===== src/rtl/construtor_caminho_controlador_if.sv =====
// Path-reconstruction bus bundle.
// Groups the predecessor-memory read port and the valid/ready path stream.
//   master: the path constructor (drives read strobe/address and the stream beat)
//   slave : memory + consumer side (drives read data/valid and stream ready)
interface construtor_caminho_controlador_if #(
  parameter int unsigned ADDR_W = 8
);
  logic              mem_rd_en_out;
  logic [ADDR_W-1:0] mem_addr_out;
  logic [ADDR_W-1:0] mem_data_in;
  logic              mem_valido_in;
  logic              caminho_valid_out;
  logic [ADDR_W-1:0] caminho_no_out;
  logic              caminho_ready_in;

  modport master (
    output mem_rd_en_out, mem_addr_out, caminho_valid_out, caminho_no_out,
    input  mem_data_in, mem_valido_in, caminho_ready_in
  );

  modport slave (
    input  mem_rd_en_out, mem_addr_out, caminho_valid_out, caminho_no_out,
    output mem_data_in, mem_valido_in, caminho_ready_in
  );
endinterface


===== src/rtl/construtor_caminho_controlador.sv =====
// Path reconstruction sequencer.
// Walks the predecessor memory from destino back to fonte, one read per node,
// streaming every node (destino first) over a valid/ready port, then reports
// completion (caminho_pronto_out) or a broken chain (erro_out) until lido_in.
// Ports:
//   clk, rst_n          clock, synchronous active-low reset
//   iniciar_in          start pulse, latches fonte_in / destino_in
//   lido_in             consumer acknowledge of pronto/erro
//   bus (master)        predecessor memory read port + path stream
//   aguardando_out      idle indicator
//   caminho_pronto_out  path complete (held until lido_in)
//   erro_out            chain broken (held until lido_in)
//   tamanho_out         number of accepted beats
// Configuration macro: CONSTRUTOR_LIMITE_EN enables the MAX_LEN chain-length guard.
module construtor_caminho_controlador #(
  parameter int unsigned ADDR_W  = 8,
  parameter int unsigned MAX_LEN = 256,
  parameter int unsigned LEN_W   = 9
) (
  input  logic                               clk,
  input  logic                               rst_n,
  input  logic                               iniciar_in,
  input  logic [ADDR_W-1:0]                  fonte_in,
  input  logic [ADDR_W-1:0]                  destino_in,
  input  logic                               lido_in,
  construtor_caminho_controlador_if.master   bus,
  output logic                               aguardando_out,
  output logic                               caminho_pronto_out,
  output logic                               erro_out,
  output logic [LEN_W-1:0]                   tamanho_out
);

  localparam logic [2:0] IDLE   = 3'd0;
  localparam logic [2:0] EMITIR = 3'd1;
  localparam logic [2:0] LER    = 3'd2;
  localparam logic [2:0] ESPERA = 3'd3;
  localparam logic [2:0] PRONTO = 3'd4;
  localparam logic [2:0] ERRO   = 3'd5;

`ifdef CONSTRUTOR_LIMITE_EN
  localparam bit LIMITE_EN = 1'b1;
`else
  localparam bit LIMITE_EN = 1'b0;
`endif
  localparam logic [LEN_W-1:0] LIMITE = LEN_W'(MAX_LEN);

  logic [2:0]        state, state_n;
  logic [ADDR_W-1:0] atual, atual_n;
  logic [ADDR_W-1:0] fonte, fonte_n;
  logic [LEN_W-1:0]  tamanho_n, tamanho_inc;

  // Next-state and datapath update; a start pulse overrides everything.
  always_comb begin
    state_n     = state;
    atual_n     = atual;
    fonte_n     = fonte;
    tamanho_n   = tamanho_out;
    tamanho_inc = tamanho_out + LEN_W'(1);
    if (iniciar_in) begin
      fonte_n   = fonte_in;
      atual_n   = destino_in;
      tamanho_n = '0;
      state_n   = EMITIR;
    end else begin
      case (state)
        IDLE: state_n = IDLE;
        // valid is high for the whole EMITIR stay, so ready alone completes the beat
        EMITIR: begin
          if (bus.caminho_ready_in) begin
            tamanho_n = tamanho_inc;
            if (atual == fonte) begin
              state_n = PRONTO;
            end else if (LIMITE_EN && (tamanho_inc == LIMITE)) begin
              state_n = ERRO;
            end else begin
              state_n = LER;
            end
          end
        end
        LER: state_n = ESPERA;
        ESPERA: begin
          if (!bus.mem_valido_in) begin
            state_n = ERRO;
          end else begin
            atual_n = bus.mem_data_in;
            state_n = EMITIR;
          end
        end
        PRONTO, ERRO: begin
          if (lido_in) begin
            state_n = IDLE;
          end
        end
        default: state_n = IDLE;
      endcase
    end
  end

  // State, datapath and outputs; outputs are registered from the next state.
  always_ff @(posedge clk) begin
    if (!rst_n) begin
      state                 <= IDLE;
      atual                 <= '0;
      fonte                 <= '0;
      tamanho_out           <= '0;
      aguardando_out        <= 1'b1;
      caminho_pronto_out    <= 1'b0;
      erro_out              <= 1'b0;
      bus.caminho_valid_out <= 1'b0;
      bus.caminho_no_out    <= '0;
      bus.mem_rd_en_out     <= 1'b0;
      bus.mem_addr_out      <= '0;
    end else begin
      state                 <= state_n;
      atual                 <= atual_n;
      fonte                 <= fonte_n;
      tamanho_out           <= tamanho_n;
      aguardando_out        <= (state_n == IDLE);
      caminho_pronto_out    <= (state_n == PRONTO);
      erro_out              <= (state_n == ERRO);
      bus.caminho_valid_out <= (state_n == EMITIR);
      bus.caminho_no_out    <= (state_n == EMITIR) ? atual_n : ADDR_W'(0);
      bus.mem_rd_en_out     <= (state_n == LER);
      bus.mem_addr_out      <= (state_n == LER) ? atual_n : ADDR_W'(0);
    end
  end

endmodule


===== src/flat_wrapper.sv =====
// flat-port wrapper written by rule: the top's interface ports become plain ports
module construtor_caminho_controlador_flat 
#(
  parameter int unsigned ADDR_W  = 8,
  parameter int unsigned MAX_LEN = 256,
  parameter int unsigned LEN_W   = 9
)
  (clk, rst_n, iniciar_in, fonte_in, destino_in, lido_in, aguardando_out, caminho_pronto_out, erro_out, tamanho_out, bus_mem_rd_en_out, bus_mem_addr_out, bus_caminho_valid_out, bus_caminho_no_out, bus_mem_data_in, bus_mem_valido_in, bus_caminho_ready_in);
  construtor_caminho_controlador_if #(.ADDR_W(ADDR_W)) bus_i ();
  input  logic clk;
  input  logic rst_n;
  input  logic iniciar_in;
  input  logic [ADDR_W-1:0] fonte_in;
  input  logic [ADDR_W-1:0] destino_in;
  input  logic lido_in;
  output logic aguardando_out;
  output logic caminho_pronto_out;
  output logic erro_out;
  output logic [LEN_W-1:0] tamanho_out;
  output wire logic [$bits(bus_i.mem_rd_en_out)-1:0] bus_mem_rd_en_out;
  output wire logic [$bits(bus_i.mem_addr_out)-1:0] bus_mem_addr_out;
  output wire logic [$bits(bus_i.caminho_valid_out)-1:0] bus_caminho_valid_out;
  output wire logic [$bits(bus_i.caminho_no_out)-1:0] bus_caminho_no_out;
  input wire logic [$bits(bus_i.mem_data_in)-1:0] bus_mem_data_in;
  input wire logic [$bits(bus_i.mem_valido_in)-1:0] bus_mem_valido_in;
  input wire logic [$bits(bus_i.caminho_ready_in)-1:0] bus_caminho_ready_in;
  assign bus_mem_rd_en_out = bus_i.mem_rd_en_out;
  assign bus_mem_addr_out = bus_i.mem_addr_out;
  assign bus_caminho_valid_out = bus_i.caminho_valid_out;
  assign bus_caminho_no_out = bus_i.caminho_no_out;
  assign bus_i.mem_data_in = bus_mem_data_in;
  assign bus_i.mem_valido_in = bus_mem_valido_in;
  assign bus_i.caminho_ready_in = bus_caminho_ready_in;
  construtor_caminho_controlador #(.ADDR_W(ADDR_W), .MAX_LEN(MAX_LEN), .LEN_W(LEN_W)) u_core (.clk(clk), .rst_n(rst_n), .iniciar_in(iniciar_in), .fonte_in(fonte_in), .destino_in(destino_in), .lido_in(lido_in), .bus(bus_i), .aguardando_out(aguardando_out), .caminho_pronto_out(caminho_pronto_out), .erro_out(erro_out), .tamanho_out(tamanho_out));
endmodule

===== config.mk =====
export PLATFORM = sky130hd
export DESIGN_NAME = construtor_caminho_controlador_flat
export DESIGN_NICKNAME = d
export VERILOG_FILES = /design/src/rtl/construtor_caminho_controlador_if.sv /design/src/rtl/construtor_caminho_controlador.sv /design/src/flat_wrapper.sv
export SDC_FILE = /design/constraint.sdc
export NUM_CORES = 1
export LEC_CHECK = 0
export CAP_MARGIN = 15
export CORE_UTILIZATION = 28
export CTS_BUF_LIST = sky130_fd_sc_hd__clkbuf_8
export CTS_CLUSTER_DIAMETER = 120
export DETAILED_ROUTE_END_ITERATION = 6
export PLACE_DENSITY_LB_ADDON = 0.1
export SYNTH_ARGS = -nofsm -noshare
export SYNTH_HDL_FRONTEND = slang
export SYNTH_SLANG_ARGS = --single-unit

===== constraint.sdc =====
create_clock -name clk -period 2.18 [get_ports clk]
set_clock_uncertainty 0.15 [all_clocks]
set_input_delay 0.436 -clock clk [delete_from_list [all_inputs] [get_ports clk]]
set_output_delay 0.436 -clock clk [all_outputs]
set_load 0.02 [all_outputs]

==> results.json, run 1 <==
{
  "status": "finished clean",
  "cts-resized-gates": 0,
  "ys_seq_elements": 49,
  "crit_arrival_ps": 1440,
  "cp_max_fo": 6,
  "timing.final.ws_setup_ps": 155,
  "swShare": 0.259,
  "switching_power_mw": 0.463,
  "p_clk_frac": 0.333,
  "tns_ps": 0,
  "place_area_um2": 2740,
  "drive_gt1_frac": 0.138,
  "place_ws_ps": -28.5,
  "rsz0062_at_grt": "no",
  "first_iter_violations": 42,
  "final_area_um2": 2840,
  "cts_buffers": 5,
  "slowest_delay_ps": 660,
  "place_congestion": 0.727,
  "setup_viol": 0,
  "synthCells": 203,
  "clock-root-buffer": "clkbuf_8",
  "hold_path_class": "flop to flop",
  "syn_avg_cell_area_um2": 9.71,
  "finalHoldViolations": 0,
  "core_area_um2": 6790,
  "cp-end-kind": "primary output",
  "pin_count": 60,
  "synth_top_area_cell": "dfxtp_1",
  "leakage_nw": 1.10,
  "power.internal_mw": 1.33,
  "tightest_slew_ps": 411,
  "io_buffers": 59,
  "synth_cell_types": 40,
  "finalNonFillerCells": 371,
  "fin_crit_ps": 2030,
  "maxCapViolCount": 0,
  "vias": 1612,
  "drt-pass1-iter-count": 3,
  "worst-setup-path-type": "flop to primary output",
  "ys_async_sr_fraction": 0,
  "path_clk_slew_ps": 90,
  "syn_area_um2": 1970,
  "detail-route-antenna-nets": 0,
  "antenna_found_initial": 0,
  "start_util": 0.290,
  "num_rows": 30,
  "yosysWarnings": 0,
  "fillers": 670,
  "ys.flop_type": "dfxtp_1",
  "cts.sinks": 49,
  "synth_area_leaders": "dfxtp_1, mux2i_1, nor2_1",
  "yosys.area.top_type_share": 0.498,
  "critPathBufInv": 1,
  "seq_area_frac_synth": 0.498,
  "clock_path_buffers": 2,
  "cts_setup_buffers": 0,
  "grt_pass1_wl_um": 8000,
  "hpwlAfterDp_um": 3430,
  "clock_latency_ps": 310,
  "placedCellCount": 363,
  "startpoint_type": "flop",
  "tritoncts": "built",
  "grt_pass1_vias": 1646,
  "syn-num-nets": 234,
  "die_h_um": 85.9,
  "final_nets": 305,
  "diodes": 0,
  "fin_crit_sh": 0.929,
  "seq_power_share": 0.530,
  "rrSetupSlack_ps": 340,
  "regArea_um2": 981,
  "critPathSlowestCell": "clkdlybuf4s50_1",
  "crit_family": "buffers and inverters",
  "ir_worst_vdd_mv": 0.282,
  "grt_max_degree": 20,
  "via_per_inst": 4.35,
  "die-area_um2": 7380,
  "finalMaxSlewViolations": 0,
  "worstPathCellList": "clkdlybuf4s50_1",
  "cts-htree-levels": 2,
  "combPwrFrac": 0.137,
  "synth_edf_count": 0,
  "drc": 0,
  "grt_use_total": 0.143,
  "power.density_nw_per_um2": 632,
  "die_w_um": 85.9,
  "total_power_mw": 1.79,
  "clock.fmax_mhz": 494,
  "area_growth_pct": 43.9,
  "postCtsHoldBufs": 0,
  "wl_per_cell_um": 13.0,
  "totalWireLength_um": 4820,
  "crit_required_ps": 1590,
  "slew_headroom": 0.726,
  "gr-total-overflow": 0,
  "multi_input_area_um2": 920
}
-- registers in the layout, summed over array words and instances (netlist names) --
register	flops
u_core.fonte	8
u_core.aguardando_out	1
u_core.bus.caminho_no_out	8
u_core.bus.caminho_valid_out	1
u_core.atual	8
u_core.bus.mem_addr_out	8
u_core.erro_out	1
u_core.bus.mem_rd_en_out	1
u_core.caminho_pronto_out	1
u_core.tamanho_out	9
u_core.state	3
-- cell usage after synthesis (all sizes together), types with 2 or more instances --
| master | count |
|---|---|
| xnor2 | 9 |
| xor2 | 4 |
| mux2i | 17 |
| mux2 | 8 |
| dfxtp | 49 |
| buf | 6 |
| or4 | 3 |
| o21ai | 5 |
| a31oi | 2 |
| clkbuf | 4 |
| a21oi | 4 |
| nand4 | 4 |
| clkinv | 2 |
| nor2 | 43 |
| or2 | 2 |
| nand3 | 3 |
| nor3b | 2 |
| nor3 | 9 |
| nand2 | 10 |
-- final timing paths --
| path | startpoint | endpoint | depth (start not counted) |
|---|---|---|---|
| worst min-delay path | u_core.tamanho_out[6]$_SDFFE_PP0P_ | u_core.tamanho_out[6]$_SDFFE_PP0P_ | 2 |
| worst max-delay path | u_core.tamanho_out[2]$_SDFFE_PP0P_ | tamanho_out[2] | 1 |
| worst min register to register | u_core.tamanho_out[6]$_SDFFE_PP0P_ | u_core.tamanho_out[6]$_SDFFE_PP0P_ | 2 |
| worst max register to register | u_core.state[1]$_SDFF_PN0_ | u_core.bus.caminho_no_out[3]$_SDFF_PN0_ | 4 |
-- cell type report --
class | instances | share of cell area
well taps | 96 | 0.0423
repair buffers | 74 | 0.248
inverters | 3 | 0.00441
flip-flops and latches | 49 | 0.346
clock buffers | 6 | 0.0291
clock inverters | 2 | 0.00618
multi-input cells | 141 | 0.324
-- kinds of logic after synthesis --
kind of cell / after synthesis / share of synthesized area
simple gates: 85 / 0.216
mux: 25 / 0.132
xor+xnor: 13 / 0.0578
compound gates: 17 / 0.0546
buf+inv: 13 / 0.0355
flops: 49 / 0.498
fa+ha+maj: 1 / 0.00635
-- per-layer routing --
| metal | vias up | global-route usage | wire (um) | share of wire |
|---|---|---|---|---|
| li1 | 835 | - | - | - |
| met1 | 733 | 0.186 | 2390 | 0.50 |
| met2 | 39 | 0.222 | 2100 | 0.44 |
| met3 | 5 | 0.0529 | 271 | 0.056 |
| met4 | 0 | 0.0409 | 53 | 0.011 |
| met5 | - | 0 | 0 | 0 |
-- worst register-to-register path, stage by stage, from the launching register on --
cell and delay [ps]:
dfxtp_1 580, nand4b_2 370, mux2_2 400, mux2i_1 170, nor2_1 60
-- power groups by stage --
stage	clock network (mW)	registers, mW	logic, mW
finish	0.596	0.949	0.246
detailed placement	0	0.970	0.249
CTS	0.620	0.949	0.250
global route	0.662	0.954	0.271
floorplan	0	0.979	0.117
global placement	0	0.970	0.248
-- per-stage QoR --
step / hold slack [ps] / utilization
3_3_place_gp: 333 / 0.403
3_5_place_dp: 342 / 0.403
6_report: 349 / 0.417
4_1_cts: 354 / 0.417
5_1_grt: 410 / 0.417
2_1_floorplan: 332 / -
-- cell usage in the layout (no fill, tap or decap), types with 2 or more instances in the layout --
master,Yosys,routed
clkdlybuf4s50_1,0,59
dfxtp_1,49,49
nor2_1,43,43
mux2i_1,17,17
buf_4,0,15
nand2_1,10,10
xnor2_1,9,9
nor3_1,9,9
mux2_2,8,8
clkbuf_8,0,6
nand4_1,4,4
o21ai_0,4,4
a21oi_1,4,4
xor2_1,4,4
or4_1,3,3
nor3b_1,2,2
or2_2,2,2
a31oi_1,2,2
nand3_1,2,2
Note: power is estimated with default switching activity, not from simulation.
==> run 2, diff against run 1 <==
--- a/config.mk
+++ b/config.mk
@@ -9,6 +9,7 @@
 export CORE_UTILIZATION = 28
 export CTS_BUF_LIST = sky130_fd_sc_hd__clkbuf_8
 export CTS_CLUSTER_DIAMETER = 120
+export CTS_CLUSTER_SIZE = 30
 export DETAILED_ROUTE_END_ITERATION = 6
 export PLACE_DENSITY_LB_ADDON = 0.1
 export SYNTH_ARGS = -nofsm -noshare
==> constraint.sdc (replaced) <==
create_clock -name clk -period 1.6 [get_ports clk]
set_clock_uncertainty 0.15 [all_clocks]
set_input_delay 0.32 -clock clk [delete_from_list [all_inputs] [get_ports clk]]
set_output_delay 0.32 -clock clk [all_outputs]
set_load 0.02 [all_outputs]
==> run 2 against run 1 <==
Effect of this change: first-iteration DRC count grew 17%; worst setup slack lost 140 ps; clock-buffer cell count is the same; clock power grew 60%; total power grew 44%; sequential share of layout area shrank 1.6 points; critical path depth grew 3; wire length grew 3.3%; register-to-register slack lost 320 ps; combinational power grew 39%; critical path type is now flop to flop.
==> results.json, run 2 (synthesized netlist as in run 1, its figures left out) <==
{
  "cts_buffers": 5,
  "grt_pass1_vias": 1668,
  "path_clk_slew_ps": 100,
  "worst-setup-path-type": "flop to flop",
  "drc": 0,
  "final_nets": 319,
  "finalHoldViolations": 0,
  "diodes": 0,
  "fin_crit_ps": 1580,
  "critPathBufInv": 2,
  "worstPathCellList": "buf_4 > or4_4 > buf_4 > nor3_1",
  "wl_per_cell_um": 12.9,
  "core_area_um2": 6790,
  "maxCapViolCount": 0,
  "fin_crit_sh": 0.990,
  "setup_viol": 0,
  "tritoncts": "built",
  "cts-htree-levels": 2,
  "die-area_um2": 7380,
  "hold_path_class": "flop to flop",
  "fin_util": 0.441,
  "critPathSlowestCell": "or4_4",
  "slew_headroom": 0.803,
  "grt_use_total": 0.146,
  "die_w_um": 85.9,
  "cp-end-kind": "flop",
  "totalWireLength_um": 4980,
  "die_h_um": 85.9,
  "gr-total-overflow": 0,
  "clock.fmax_mhz": 631,
  "rsz0062_at_grt": "yes",
  "clock_latency_ps": 300,
  "total_power_mw": 2.58,
  "tightest_slew_ps": 295,
  "finalMaxSlewViolations": 0,
  "clock_path_buffers": 2,
  "drt-pass1-iter-count": 4,
  "leakage_nw": 1.34,
  "first_iter_violations": 49,
  "detail-route-antenna-nets": 0,
  "crit_required_ps": 1680,
  "start_util": 0.290,
  "cp_max_fo": 6,
  "io_buffers": 59,
  "pin_count": 60,
  "startpoint_type": "flop",
  "regMostFlops": "u_core.tamanho_out",
  "power.density_nw_per_um2": 863,
  "drive_gt1_frac": 0.221,
  "place_congestion": 0.751,
  "crit_family": "simple AND/OR/NAND/NOR gates",
  "layout_commonest_cell": "dfxtp_1",
  "vias": 1677,
  "ir_worst_vdd_mv": 0.448,
  "grt_pass1_wl_um": 8160,
  "num_rows": 30,
  "timing.final.ws_setup_ps": 16.0,
  "area_growth_pct": 52.0,
  "grt_max_degree": 20,
  "clock-root-buffer": "clkbuf_8",
  "hpwlAfterDp_um": 3560,
  "worst_path_most_repeated_cell": "buf_4",
  "status": "finished clean",
  "largest_reg_flops": 9,
  "cts_setup_buffers": 0,
  "layout_common_cells": "dfxtp_1, nor2_1, dlygate4sd2_1",
  "place_ws_ps": -441,
  "antenna_found_initial": 0,
  "cts.sinks": 49,
  "slowest_delay_ps": 530,
  "via_per_inst": 4.36,
  "crit_arrival_ps": 1660,
  "whs_ps": 337
}
[run 2: cell types whose count changed in the layout (fill, tap and decap cells not counted), sizes merged]
cell | previous run | this run
buf | 15 | 29
bufinv | 0 | 1
clkdlybuf4s15 | 0 | 1
clkdlybuf4s50 | 59 | 25
clkinv | 3 | 2
dlygate4sd2 | 0 | 33
[run 2: metal layers]
metal,vias to the layer above,wire (um),global-route usage
li1,862,-,-
met1,775,2430,0.190
met2,38,2340,0.238
met3,2,164,0.0318
met4,0,38,0.0500
met5,-,0,0
[run 2: worst paths after layout]
kind | start | cells after the start | end | slack (ps)
max | u_core.state[2]$_SDFF_PN0_ | 4 | u_core.bus.mem_addr_out[0]$_SDFF_PN0_ | 20
min | u_core.tamanho_out[6]$_SDFFE_PP0P_ | 2 | u_core.tamanho_out[6]$_SDFFE_PP0P_ | 340
max reg2reg | u_core.state[2]$_SDFF_PN0_ | 4 | u_core.bus.mem_addr_out[0]$_SDFF_PN0_ | 20
min reg2reg | u_core.tamanho_out[6]$_SDFFE_PP0P_ | 2 | u_core.tamanho_out[6]$_SDFFE_PP0P_ | 340
[run 2: stage by stage]
step                      TNS (ps)  instances  cell area (um^2)
final                            0        385              3000
after global routing         -57.4        385              3000
after CTS                        0        385              2950
after detailed placement    -14690        376              2850
after global placement      -14100        376              2850
after floorplan                  0        203              1970
[run 2: report_power, final]
part	switching [mW]	total [mW]	leakage, nW	internal [mW]
logic	0.161	0.341	0.874	0.180
registers	0.0259	1.29	0.402	1.26
clock network	0.434	0.954	0.0633	0.520
[run 2: layout make-up]
| type | instances | area [um^2] |
|---|---|---|
| inverter | 3 | 12.5 |
| sequential | 49 | 987 |
| clock buffer | 6 | 82.6 |
| fill | 704 | 3800 |
| multi-input combinational | 141 | 968 |
| timing repair buffer | 88 | 783 |
| tap | 96 | 120 |
| clock inverter | 2 | 41.3 |
[run 2: worst register-to-register path, stage by stage, from the launching register on]
cell,delay (ps)
dfxtp_2,340
buf_4,150
or4_4,530
buf_4,180
nor3_1,170
[run 2: repair_timing]
action                                  in CTS  in global routing
endpoints found under the setup margin      61                 19
gates cloned                                 1                  0
endpoints found under the hold margin        0                  0
pin swaps                                    1                  2
resized for setup                           40                 15
hold buffers                                 0                  0
==> run 3, diff against run 2 <==
--- a/config.mk
+++ b/config.mk
@@ -5,6 +5,7 @@
 export SDC_FILE = /design/constraint.sdc
 export NUM_CORES = 1
 export LEC_CHECK = 0
+export ABC_AREA = 1
 export CAP_MARGIN = 15
 export CORE_UTILIZATION = 28
 export CTS_BUF_LIST = sky130_fd_sc_hd__clkbuf_8
==> run 3 against run 2 <==
Effect of this change: first-iteration DRC count rose by 14%; core utilization fell by 0.63 points; clock-buffer cell count did not move; synthesized cell count rose by 20%; non-clock buffer count fell by 8; worst hold slack got worse by 24 ps; highest routed layer unchanged.
==> results.json, run 3 <==
{
  "postCtsHoldBufs": 0,
  "synth_area_leaders": "dfxtp_1, nor2_1, nand2_1",
  "total_power_mw": 2.49,
  "drc": 0,
  "vias": 1788,
  "largest_reg_flops": 9,
  "p_clk_frac": 0.320,
  "totalWireLength_um": 5100,
  "leakage_nw": 1.33,
  "crit_arrival_ps": 1560,
  "power.density_nw_per_um2": 843,
  "num_rows": 30,
  "clock.fmax_mhz": 658,
  "wl_per_cell_um": 12.1,
  "ys_async_sr_fraction": 0,
  "finalMaxSlewViolations": 0,
  "layout_commonest_cell": "nor2_1",
  "ir_worst_vdd_mv": 0.396,
  "grt_use_total": 0.147,
  "final_area_um2": 2950,
  "die_h_um": 85.8,
  "place_area_um2": 2800,
  "synth_edf_count": 0,
  "cts-htree-levels": 2,
  "placedCellCount": 414,
  "core_area_um2": 6790,
  "whs_ps": 313,
  "switching_power_mw": 0.672,
  "clock-root-buffer": "clkbuf_8",
  "ys.flop_type": "dfxtp_1",
  "swShare": 0.270,
  "yosys.area.top_type_share": 0.499,
  "drive_gt1_frac": 0.251,
  "setup_viol": 0,
  "grt.busiest_layer": "met2",
  "combPwrFrac": 0.157,
  "grt_pass1_vias": 1814,
  "clock_latency_ps": 300,
  "layout_common_cells": "nor2_1, dfxtp_1, nand2_1, dlygate4sd2_1, clkdlybuf4s50_1",
  "fin_util": 0.435,
  "syn_avg_cell_area_um2": 8.05,
  "area_growth_pct": 50.3,
  "rsz0062_at_grt": "yes",
  "syn_area_um2": 1960,
  "yosysMostFrequentCell": "nor2_1",
  "yosysWarnings": 0,
  "grt_max_degree": 17,
  "grt_use_met3": 0.0308,
  "hpwlAfterDp_um": 3710,
  "clock_path_buffers": 2,
  "slew_headroom": 0.759,
  "seq_power_share": 0.524,
  "cts.sinks": 49,
  "place_congestion": 0.791,
  "tns_ps": 0,
  "drt-pass1-iter-count": 4,
  "fin_crit_sh": 0.949,
  "regMostFlops": "u_core.tamanho_out",
  "hold_path_class": "flop to flop",
  "timing.final.ws_setup_ps": 81.0,
  "fillers": 721,
  "fin_crit_ps": 1520,
  "power.internal_mw": 1.82,
  "finalNonFillerCells": 423,
  "finalHoldViolations": 0,
  "gr-total-overflow": 0,
  "die-area_um2": 7350,
  "seq_area_frac_synth": 0.499,
  "synth_top_area_cell": "dfxtp_1",
  "start_util": 0.289,
  "path_clk_slew_ps": 100,
  "ys_seq_elements": 49,
  "synthCells": 244,
  "pin_count": 60,
  "syn-num-nets": 275,
  "cp-end-kind": "flop",
  "first_iter_violations": 56,
  "startpoint_type": "flop",
  "detail-route-antenna-nets": 0,
  "grt_pass1_wl_um": 8390,
  "cts_buffers": 5,
  "worst-setup-path-type": "flop to flop",
  "place_ws_ps": -334,
  "grt_use_met2": 0.255,
  "io_buffers": 59,
  "gr-usage-met1": 0.181,
  "tritoncts": "built",
  "final_nets": 357,
  "tightest_slew_ps": 358,
  "synth_cell_types": 30,
  "antenna_found_initial": 0,
  "die_w_um": 85.8,
  "diodes": 0,
  "via_per_inst": 4.23,
  "crit_required_ps": 1640,
  "status": "finished clean",
  "maxCapViolCount": 0,
  "cp_max_fo": 5,
  "synthTopCellsByCount": "nor2_1, dfxtp_1, nand2_1, o21ai_0, inv_1"
}
==> run 3: cell count changes after synthesis, moves of 7 or more <==
| cell | before | now |
|---|---|---|
| inv_1 | 1 | 16 |
| mux2_2 | 8 | 0 |
| o21ai_0 | 4 | 19 |
| mux2i_1 | 17 | 0 |
| nor2_1 | 43 | 52 |
| a21oi_1 | 4 | 12 |
| nand2_1 | 10 | 33 |
| inv_2 | 0 | 7 |
| nand3_1 | 2 | 12 |
==> run 3: power groups by stage <==
stage / clock network (mW) / logic [mW] / registers [mW]
final: 0.796 / 0.389 / 1.30
after global routing: 0.868 / 0.432 / 1.31
after CTS: 0.831 / 0.371 / 1.30
after detailed placement: 0 / 0.383 / 1.33
after global placement: 0 / 0.381 / 1.33
after floorplan: 0 / 0.169 / 1.34
==> run 3: kinds of logic (layout without fill, tap and decap cells) <==
kind of cell,Yosys count,count (layout),synth area share
and+or+nand+nor,121,122,0.301
AOI/OAI and AO/OA,37,37,0.104
DFF,49,49,0.499
adders and majority gates,1,1,0.00637
buffers and inverters,31,113,0.0675
xor gates and xnor gates,5,5,0.0223
==> run 3: worst max-delay path, cell delays in order (launching register included) <==
cell,delay [ps]
dfxtp_2,350
inv_2,60
nand2_4,50
nor2_4,110
nand2_4,90
inv_2,90
nand3_2,100
nand2_2,110
nand2_4,80
nand3_4,140
nor2_1,50
==> run 3: area by class of cell <==
cell class / count / area, um^2 / area share
sequential: 49 / 996 / 0.337
multi-input combinational: 165 / 931 / 0.315
timing repair buffer: 80 / 709 / 0.240
tap: 96 / 120 / 0.0407
inverter: 25 / 97.6 / 0.0331
clock buffer: 6 / 82.6 / 0.0280
clock inverter: 2 / 16.3 / 0.00551
==> run 3: metal layers <==
| layer | up-vias | wire length, um |
|---|---|---|
| li1 | 946 | - |
| met1 | 801 | 2480 |
| met4 | 0 | 52 |
| met2 | 36 | 2430 |
| met5 | - | 0 |
| met3 | 5 | 143 |
==> run 3: worst paths after layout <==
check | slack, ps | startpoint | end | cells after the start
max reg2reg | 80 | u_core.state[1]$_SDFF_PN0_ | u_core.bus.caminho_no_out[6]$_SDFF_PN0_ | 10
min reg2reg | 310 | u_core.fonte[4]$_SDFFE_PN0P_ | u_core.fonte[4]$_SDFFE_PN0P_ | 2
max | 80 | u_core.state[1]$_SDFF_PN0_ | u_core.bus.caminho_no_out[6]$_SDFF_PN0_ | 10
min | 310 | u_core.fonte[4]$_SDFFE_PN0P_ | u_core.fonte[4]$_SDFFE_PN0P_ | 2
==> run 3: timing repair <==
item | in CTS | in global routing
setup endpoints to repair | 34 | 30
gates resized for setup | 31 | 30
setup buffers | 0 | 0
gates cloned | 0 | 1
pin swaps | 0 | 11
